$ cat src/rtl/csa_multicycle_add_ctrl_if.sv
// ============================================================================
// csa_multicycle_add_ctrl_if : operand/result handshake bundle for the
//                              multi-cycle carry-select adder controller
// Revision : 1.0
// ============================================================================
`default_nettype none

interface csa_multicycle_add_ctrl_if #(
  parameter int WIDTH = 32
);
  logic             in_valid;
  logic             in_ready;
  logic [WIDTH-1:0] a;
  logic [WIDTH-1:0] b;
  logic             c_in;
  logic             out_valid;
  logic             out_ready;
  logic [WIDTH-1:0] sum;
  logic             c_out;
  logic             ovf;
  logic             busy;

  modport master (
    output in_valid, a, b, c_in, out_ready,
    input  in_ready, out_valid, sum, c_out, ovf, busy
  );

  modport slave (
    input  in_valid, a, b, c_in, out_ready,
    output in_ready, out_valid, sum, c_out, ovf, busy
  );
endinterface

`default_nettype wire

$ cat src/rtl/csa_multicycle_add_ctrl.sv
// ============================================================================
// csa_multicycle_add_ctrl : WIDTH-bit add computed over WIDTH/SLICE cycles
//                           by one reused SLICE-bit carry-select slice
// Revision : 1.0
// ============================================================================
`default_nettype none

module csa_multicycle_add_ctrl #(
  parameter int WIDTH = 32,
  parameter int SLICE = 4
) (
  input  logic                       clk,
  input  logic                       reset,
  csa_multicycle_add_ctrl_if.slave   bus
);

  localparam int N    = WIDTH / SLICE;
  localparam int IDXW = (N > 1) ? $clog2(N) : 1;
  localparam int BW   = $clog2(WIDTH);
  localparam logic [IDXW-1:0] LAST_IDX = IDXW'(N - 1);

  typedef enum logic [1:0] {
    IDLE = 2'd0,
    ADD  = 2'd1,
    DONE = 2'd2
  } state_t;

  state_t           state;
  state_t           state_nxt;
  logic [IDXW-1:0]  idx;
  logic [WIDTH-1:0] a_lat;
  logic [WIDTH-1:0] b_lat;
  logic [WIDTH-1:0] sum_r;
  logic             carry;
  logic             c_out_r;
  logic             ovf_r;

  logic [BW-1:0]    base;
  logic [SLICE-1:0] a_sl;
  logic [SLICE-1:0] b_sl;
  logic [SLICE:0]   res0;
  logic [SLICE:0]   res1;
  logic [SLICE:0]   sel;
  logic             last;

  // Both carry-in outcomes are formed up front; the registered carry only picks one.
  assign base = BW'(idx) * BW'(SLICE);
  assign a_sl = a_lat[base +: SLICE];
  assign b_sl = b_lat[base +: SLICE];
  assign res0 = {1'b0, a_sl} + {1'b0, b_sl};
  assign res1 = {1'b0, a_sl} + {1'b0, b_sl} + (SLICE + 1)'(1);
  assign sel  = carry ? res1 : res0;
  assign last = (idx == LAST_IDX);

  always_ff @(posedge clk) begin
    if (reset) begin
      state <= IDLE;
    end else begin
      state <= state_nxt;
    end
  end

  always_comb begin
    state_nxt     = state;
    bus.in_ready  = 1'b0;
    bus.out_valid = 1'b0;
    bus.busy      = 1'b0;
    unique case (state)
      IDLE: begin
        bus.in_ready = 1'b1;
        if (bus.in_valid) state_nxt = ADD;
      end
      ADD: begin
        bus.busy = 1'b1;
        if (last) state_nxt = DONE;
      end
      DONE: begin
        bus.busy      = 1'b1;
        bus.out_valid = 1'b1;
        if (bus.out_ready) state_nxt = IDLE;
      end
      default: state_nxt = IDLE;
    endcase
  end

  always_ff @(posedge clk) begin
    if (reset) begin
      idx     <= '0;
      a_lat   <= '0;
      b_lat   <= '0;
      sum_r   <= '0;
      carry   <= 1'b0;
      c_out_r <= 1'b0;
      ovf_r   <= 1'b0;
    end else begin
      unique case (state)
        IDLE: begin
          if (bus.in_valid) begin
            a_lat <= bus.a;
            b_lat <= bus.b;
            carry <= bus.c_in;
            idx   <= '0;
            sum_r <= '0;
          end
        end
        ADD: begin
          sum_r[base +: SLICE] <= sel[SLICE-1:0];
          carry                <= sel[SLICE];
          if (last) begin
            idx     <= '0;
            c_out_r <= sel[SLICE];
            // Final slice supplies the new sum MSB directly.
            ovf_r   <= (a_lat[WIDTH-1] == b_lat[WIDTH-1]) &&
                       (sel[SLICE-1] != a_lat[WIDTH-1]);
          end else begin
            idx <= idx + 1'b1;
          end
        end
        default: ;
      endcase
    end
  end

  assign bus.sum   = sum_r;
  assign bus.c_out = c_out_r;
  assign bus.ovf   = ovf_r;

endmodule

`default_nettype wire

$ cat src/flat_wrapper.sv
// flat-port wrapper written by rule: the top's interface ports become plain ports
module csa_multicycle_add_ctrl_flat 
#(
  parameter int WIDTH = 32,
  parameter int SLICE = 4
)
  (clk, reset, bus_in_valid, bus_a, bus_b, bus_c_in, bus_out_ready, bus_in_ready, bus_out_valid, bus_sum, bus_c_out, bus_ovf, bus_busy);
  csa_multicycle_add_ctrl_if #(.WIDTH(WIDTH)) bus_i ();
  input  logic clk;
  input  logic reset;
  input wire logic [$bits(bus_i.in_valid)-1:0] bus_in_valid;
  input wire logic [$bits(bus_i.a)-1:0] bus_a;
  input wire logic [$bits(bus_i.b)-1:0] bus_b;
  input wire logic [$bits(bus_i.c_in)-1:0] bus_c_in;
  input wire logic [$bits(bus_i.out_ready)-1:0] bus_out_ready;
  output wire logic [$bits(bus_i.in_ready)-1:0] bus_in_ready;
  output wire logic [$bits(bus_i.out_valid)-1:0] bus_out_valid;
  output wire logic [$bits(bus_i.sum)-1:0] bus_sum;
  output wire logic [$bits(bus_i.c_out)-1:0] bus_c_out;
  output wire logic [$bits(bus_i.ovf)-1:0] bus_ovf;
  output wire logic [$bits(bus_i.busy)-1:0] bus_busy;
  assign bus_i.in_valid = bus_in_valid;
  assign bus_i.a = bus_a;
  assign bus_i.b = bus_b;
  assign bus_i.c_in = bus_c_in;
  assign bus_i.out_ready = bus_out_ready;
  assign bus_in_ready = bus_i.in_ready;
  assign bus_out_valid = bus_i.out_valid;
  assign bus_sum = bus_i.sum;
  assign bus_c_out = bus_i.c_out;
  assign bus_ovf = bus_i.ovf;
  assign bus_busy = bus_i.busy;
  csa_multicycle_add_ctrl #(.WIDTH(WIDTH), .SLICE(SLICE)) u_core (.clk(clk), .reset(reset), .bus(bus_i));
endmodule
$ cat config.mk
export PLATFORM = sky130hd
export DESIGN_NAME = csa_multicycle_add_ctrl_flat
export DESIGN_NICKNAME = d
export VERILOG_FILES = /design/src/rtl/csa_multicycle_add_ctrl_if.sv /design/src/rtl/csa_multicycle_add_ctrl.sv /design/src/flat_wrapper.sv
export SDC_FILE = /design/constraint.sdc
export NUM_CORES = 1
export LEC_CHECK = 0
export BUFFER_PORTS_ARGS = -buffer_cell sky130_fd_sc_hd__buf_4
export CAP_MARGIN = 20
export CORE_MARGIN = 2
export CORE_UTILIZATION = 50
export DETAILED_ROUTE_END_ITERATION = 8
export PLACE_DENSITY = 0.86
export REMOVE_ABC_BUFFERS = 1
export SLEW_MARGIN = 10
export SYNTH_ARGS = -nofsm -noshare
export SYNTH_HDL_FRONTEND = slang
export SYNTH_SLANG_ARGS = --single-unit
export TNS_END_PERCENT = 10
$ cat constraint.sdc
create_clock -name clk -period 7.1 [get_ports clk]
set_input_delay 1.42 -clock clk [delete_from_list [all_inputs] [get_ports clk]]
set_output_delay 1.42 -clock clk [all_outputs]
set_load 0.005 [all_outputs]
Word level (Yosys, flattened, before mapping) --
Cells that the tools add are included.
Storage, ports and cells: flip-flop bits (word level) 104, input bits 69, output and inout port bits 37, word-level logic and storage cells 48
Cells by class: add/subtract/negate cells 4, equal/unequal tests 8, shift operators 4, muxes and demuxes 16, reductions and logical operators 8
Operators with widths (number):
- $pmux W32 S2 | 1
- $shiftx A32 B6 Y4 | 2
- $bwmux W32 | 1
- $mux W32 | 1
- $shift A4 B7 Y32 const A | 1
- $shiftx A4 B7 Y32 | 1
- $neg A5 Y7 | 1
- $mux W2 | 3
- $mux W3 | 2
- $pmux W2 S3 | 1
- $pmux W3 S2 | 1
- $reduce_and A2 Y1 | 3
- $add A4 B4 Y5 | 1
- $add A5 B1 Y5 const B | 1
- $mux W5 | 1
- $mux W1 | 4
- $ne A2 B2 Y1 const B | 2
- $add A3 B1 Y3 const B | 1
- $eq A3 B3 Y1 const B | 1
- $reduce_and A3 Y1 | 1
- $eq A2 B1 Y1 const B | 1
- $eq A2 B2 Y1 const B | 1
- $logic_not A2 Y1 | 1
- $ne A2 B1 Y1 const B | 1
- other kinds (6) | 6

Logic depth before layout (Yosys ltp) --
depth in word-level cells 7, mapped depth 12, gate-level depth less buffers 10

Worst setup path after synthesis --
No wires, ideal clock.
path type register -> register, from register u_core.idx[0], to register u_core.ovf_r (netlist: u_core.bus.ovf), setup time 134 ps, arrival time 3265 ps, required time 6966 ps, setup slack 3701 ps, cell stages (with the launch flop) 13, buffers on the path 2, clock period less this slack 3399 ps, cells stage by stage dfxtp_1 buf_2 buf_2 mux4_2 nand2_1 nand2_1 ha_1 fa_1 xnor2_1 or4_1 o211ai_2 nor3b_1 nor4_1
Between the ends: cells in the longest elaborated chain, start to end 6, elaborated cells between the ends (all ways) 9, classes of those cells add/sub: 2; eq/ne: 2; shift: 2; mux: 1; reduce/logical: 2
RTL lines:
- start: declaration | line csa_multicycle_add_ctrl.sv:30 | logic [IDXW-1:0] idx;
- start signal: assignment | line csa_multicycle_add_ctrl.sv:116 | idx <= idx + 1'b1;
- $shiftx A32 B6 Y4 (on tied branches) | line csa_multicycle_add_ctrl.sv:48, csa_multicycle_add_ctrl.sv:49
- $add A4 B4 Y5 | line csa_multicycle_add_ctrl.sv:50, csa_multicycle_add_ctrl.sv:51
- $add A5 B1 Y5 | line csa_multicycle_add_ctrl.sv:51 | assign res1 = {1'b0, a_sl} + {1'b0, b_sl} + (SLICE + 1)'(1);
- $mux W5 | line csa_multicycle_add_ctrl.sv:52 | assign sel = carry ? res1 : res0;
- $ne A1 B1 Y1 | line csa_multicycle_add_ctrl.sv:114 | (sel[SLICE-1] != a_lat[WIDTH-1]);
- $logic_and A1 B1 Y1 | line csa_multicycle_add_ctrl.sv:113 | ovf_r <= (a_lat[WIDTH-1] == b_lat[WIDTH-1]) &&
- end signal: assignment | line csa_multicycle_add_ctrl.sv:113
- end: declaration | line csa_multicycle_add_ctrl.sv:36 | logic ovf_r;
Parallel ways exist; a longest one is shown, timed or not. A chain may end at the register's enable or synchronous reset.

Worst setup path in the final report --
from register u_core.idx[1], to register u_core.ovf_r (netlist: u_core.bus.ovf)
Same word-level chain as after synthesis.

==> flow_summary.yaml <==
clock_network:
  cts_resized: 0
  cts_buffer_depth: 2
  cts_root_buffer: "clkbuf_8"
  cts_buffers: 9
  hold_buffers: 0
  post_cts_buffers: 0
  cts_sinks: 104
  htree_levels: 3
  clkTransAtPathRegs_ps: 90
  cts_tree: "built"
  clk_latency_ps: 370
critical_path:
  crit_required_ps: 7310
  critPathMostFrequentCell: "nand2_1"
  r2r.worst_path.cells: 10
  worstPathCellList: "mux4_2 -> nand2_1 -> nand2_1 -> ha_1 -> fa_1 -> xnor2_1 -> or4_1 -> o211ai_2 -> nor3b_1 -> nor4_1"
  crit_buf_inv: 0
  cp-startpoint: "u_core.idx[1]$_SDFFE_PP0P_"
  end_kind: "flop"
  setup.worst_path.start_class: "flop"
  critPathCapture: "u_core.bus.ovf$_SDFFE_PP0P_"
  rr_endpoint: "u_core.bus.ovf$_SDFFE_PP0P_"
  crit_family: "simple AND/OR/NAND/NOR gates"
  reg2reg_slack_ps: 3380
  path_max_fanout: 21
  cp.depth: 10
  r2r_start: "u_core.idx[1]$_SDFFE_PP0P_"
  arrival_ps: 3930
  path_class: "flop to flop"
  worst_path_max_delay_cell: "dfxtp_1"
  max_stage_delay_ps: 990
layout:
  drive_gt1_share_pct: 23.15
  final_nets: 712
  regArea_um2: 2082
  fin_util_pct: 63.54
  nFillCells: 715
  final_cells: 743
  diodes: 0
  multi_input_area_um2: 2333
  area_growth_pct: 22.29
yosys:
  yosys.area.top_type: "dfxtp_1"
  synth.most_common_cell: "nand2_1"
  synthFlopType: "dfxtp_1"
  syn_area_per_cell_um2: 8.396
  syn_area_um2: 4576
  synth_edf_count: 0
  yosysSeqAreaShare_pct: 45.50
  netlist.area_leader.share_pct: 45.50
  yosysUniqueCellTypes: 45
  yosysWarningCount: 0
  ys_async_sr_fraction_pct: 0
  ys_ff_latch: 104
  synth_commonest_cells: "164 x nand2_1, 104 x dfxtp_1, 74 x a21oi_1, 42 x nor2_1, 28 x clkbuf_1"
  yosys-top-cells-area: "dfxtp_1 46%, nand2_1 13%, a21oi_1 8.1%"
  netlist_instances: 545
sta:
  fmax_mhz: 268.9
  relSlewSlack_pct: 33.16
  finalHoldViolCount: 0
  setup_viol: 0
  fin_crit_ps: 3719
  drv_slew: 0
  grt_setup_unrepaired: "false"
  fin_setup_tns_ps: 0
  fin_crit_sh_pct: 52.38
  finClkSkew_ps: 13.20
  worst_slew_pin_slew_ps: 1001
  setup_ws_ps: 3381
global_route:
  grt_remaining_overflow: 0
  antenna_found_initial: 0
  grt_first_pass_wirelength_mm: 18.15
  grt_max_degree: 104
  grt_util_all_layers_pct: 22.79
  first_global_vias: 4079
power_and_ir_drop:
  p_leak_uw: 0.002305
  comb_power_share_pct: 22.8
  seqPwrFrac_pct: 50.8
  internal_power_uw: 876.6
  p_per_area_nw_per_um2: 226.8
  ir_drop_v: 0.0001344
  switchingPower_uw: 392.2
  p_clk_share_pct: 26.4
  swShare_pct: 30.91
route:
  postRouteAntennaNets: 0
  vias: 4129
  drt_wl_total_mm: 10.91
  dr.pass1.iters: 6
  drt-wirelength-per-cell_um: 14.68
  drc: 0
  via_per_inst: 5.557
  drtIter0Drc: 272
placed_design:
  dp.cells: 725
  place_congestion: 0.8412
  port_buffers: 105
  hpwl_mm: 7.693
  pre_cts_ws_ps: 3447
floorplanning:
  dieArea_um2: 9932
  start_util_pct: 51.96
  die_w_um: 99.66
  die_h_um: 99.66
  io_pins: 106
  rows: 34
  fp.coreArea_um2: 8806
run:
  cap_viol_max_count: 0
hold_path:
  hp-class: "flop to flop"
status:
  status: "complete, no violations"
-- sequential cells by signal (all words and copies together) (netlist names) --
name,cells
u_core.b_lat,32
u_core.bus.sum,32
u_core.carry,1
u_core.bus.c_out,1
u_core.state,2
u_core.a_lat,32
u_core.idx,3
u_core.bus.ovf,1
-- power groups by stage --
stage               registers (µW)  logic [µW]  clock network [µW]
CTS                            644         282                 341
finish                         644         289                 335
floorplan                      654         180                   0
detailed placement             657         279                   0
global route                   648         323                 368
global placement               654         270                   0
-- final cells by class --
class,count,area share [%]
repair buffers,108,14.94
inverters,9,0.6038
multi-input cells,398,41.70
flip-flops and latches,104,37.21
clock inverters,4,0.5367
clock buffers,12,2.594
well taps,108,2.415
-- worst min-delay path: cells and delay by family, from the launching register on --
family | cells | cell delay [ps]
DFF | 1 | 320
AOI/OAI and AO/OA | 1 | 50
and+or+nand+nor | 1 | 50
-- through the flow --
step / instance area [µm²] / power [µW] / hold WS (ps)
floorplan: 4446 / 833.6 / 427.1
CTS: 5555 / 1267 / 457.8
global placement: 5380 / 924.7 / 441.0
finish: 5595 / 1269 / 453.9
global route: 5595 / 1339 / 475.8
detailed placement: 5380 / 936.3 / 445.1
-- worst min path at each step --
| stage | from | endpoint | slack (ps) | depth (start not counted) |
|---|---|---|---|---|
| 6_report | u_core.b_lat[10]$_SDFFE_PP0P_ | u_core.b_lat[10]$_SDFFE_PP0P_ | 450 | 2 |
| 5_1_grt | u_core.a_lat[27]$_SDFFE_PP0P_ | u_core.a_lat[27]$_SDFFE_PP0P_ | 480 | 2 |
| 4_1_cts | u_core.b_lat[10]$_SDFFE_PP0P_ | u_core.b_lat[10]$_SDFFE_PP0P_ | 460 | 2 |
| 3_5_place_dp | u_core.b_lat[10]$_SDFFE_PP0P_ | u_core.b_lat[10]$_SDFFE_PP0P_ | 450 | 2 |
| 3_3_place_gp | u_core.a_lat[0]$_SDFFE_PP0P_ | u_core.a_lat[0]$_SDFFE_PP0P_ | 440 | 2 |
| 2_1_floorplan | u_core.a_lat[10]$_SDFFE_PP0P_ | u_core.a_lat[10]$_SDFFE_PP0P_ | 430 | 2 |
-- metal layers --
| layer | global-route usage, % | vias to the layer above | wire (µm) |
|---|---|---|---|
| met5 | 0 | - | 0 |
| met4 | 10.96 | 0 | 317 |
| met3 | 4.146 | 30 | 470 |
| met2 | 37.68 | 136 | 5452 |
| met1 | 28.89 | 1920 | 4665 |
| li1 | - | 2043 | - |
-- cells in the final DEF (no fill, tap or decap), types with 2 or more instances in the layout --
cell type | synthesis | layout
xor2_1 | 2 | 2
nand2b_1 | 4 | 4
a21oi_1 | 74 | 74
nor4_1 | 3 | 3
a22o_1 | 5 | 5
o21ai_0 | 5 | 5
a21o_1 | 3 | 3
buf_12 | 0 | 2
nor2_1 | 42 | 42
clkbuf_8 | 0 | 10
nor2b_1 | 2 | 2
inv_1 | 8 | 8
nand3_1 | 5 | 5
a211oi_1 | 3 | 3
a32oi_1 | 3 | 3
dfxtp_1 | 104 | 104
buf_4 | 0 | 106
clkinv_4 | 0 | 2
xnor2_1 | 3 | 3
mux4_2 | 16 | 16
nor3_1 | 3 | 3
ha_1 | 12 | 12
a22oi_1 | 26 | 26
nand4_1 | 2 | 2
nand2_1 | 164 | 163
clkbuf_1 | 28 | 2
-- cells by family (layout without fill, tap and decap cells) --
| kind of cell | Yosys count | count (layout) | synth area share [%] |
|---|---|---|---|
| flip-flops | 104 | 104 | 45.50 |
| XOR/XNOR | 5 | 5 | 0.9572 |
| adder cells (fa/ha/maj) | 13 | 13 | 3.719 |
| buffers and inverters | 43 | 133 | 3.582 |
| AND/OR/NAND/NOR | 236 | 236 | 21.14 |
| multiplexers | 18 | 18 | 8.340 |
| AO/OA/AOI/OAI | 126 | 126 | 16.76 |
Power figures use the tool's default switching activity.
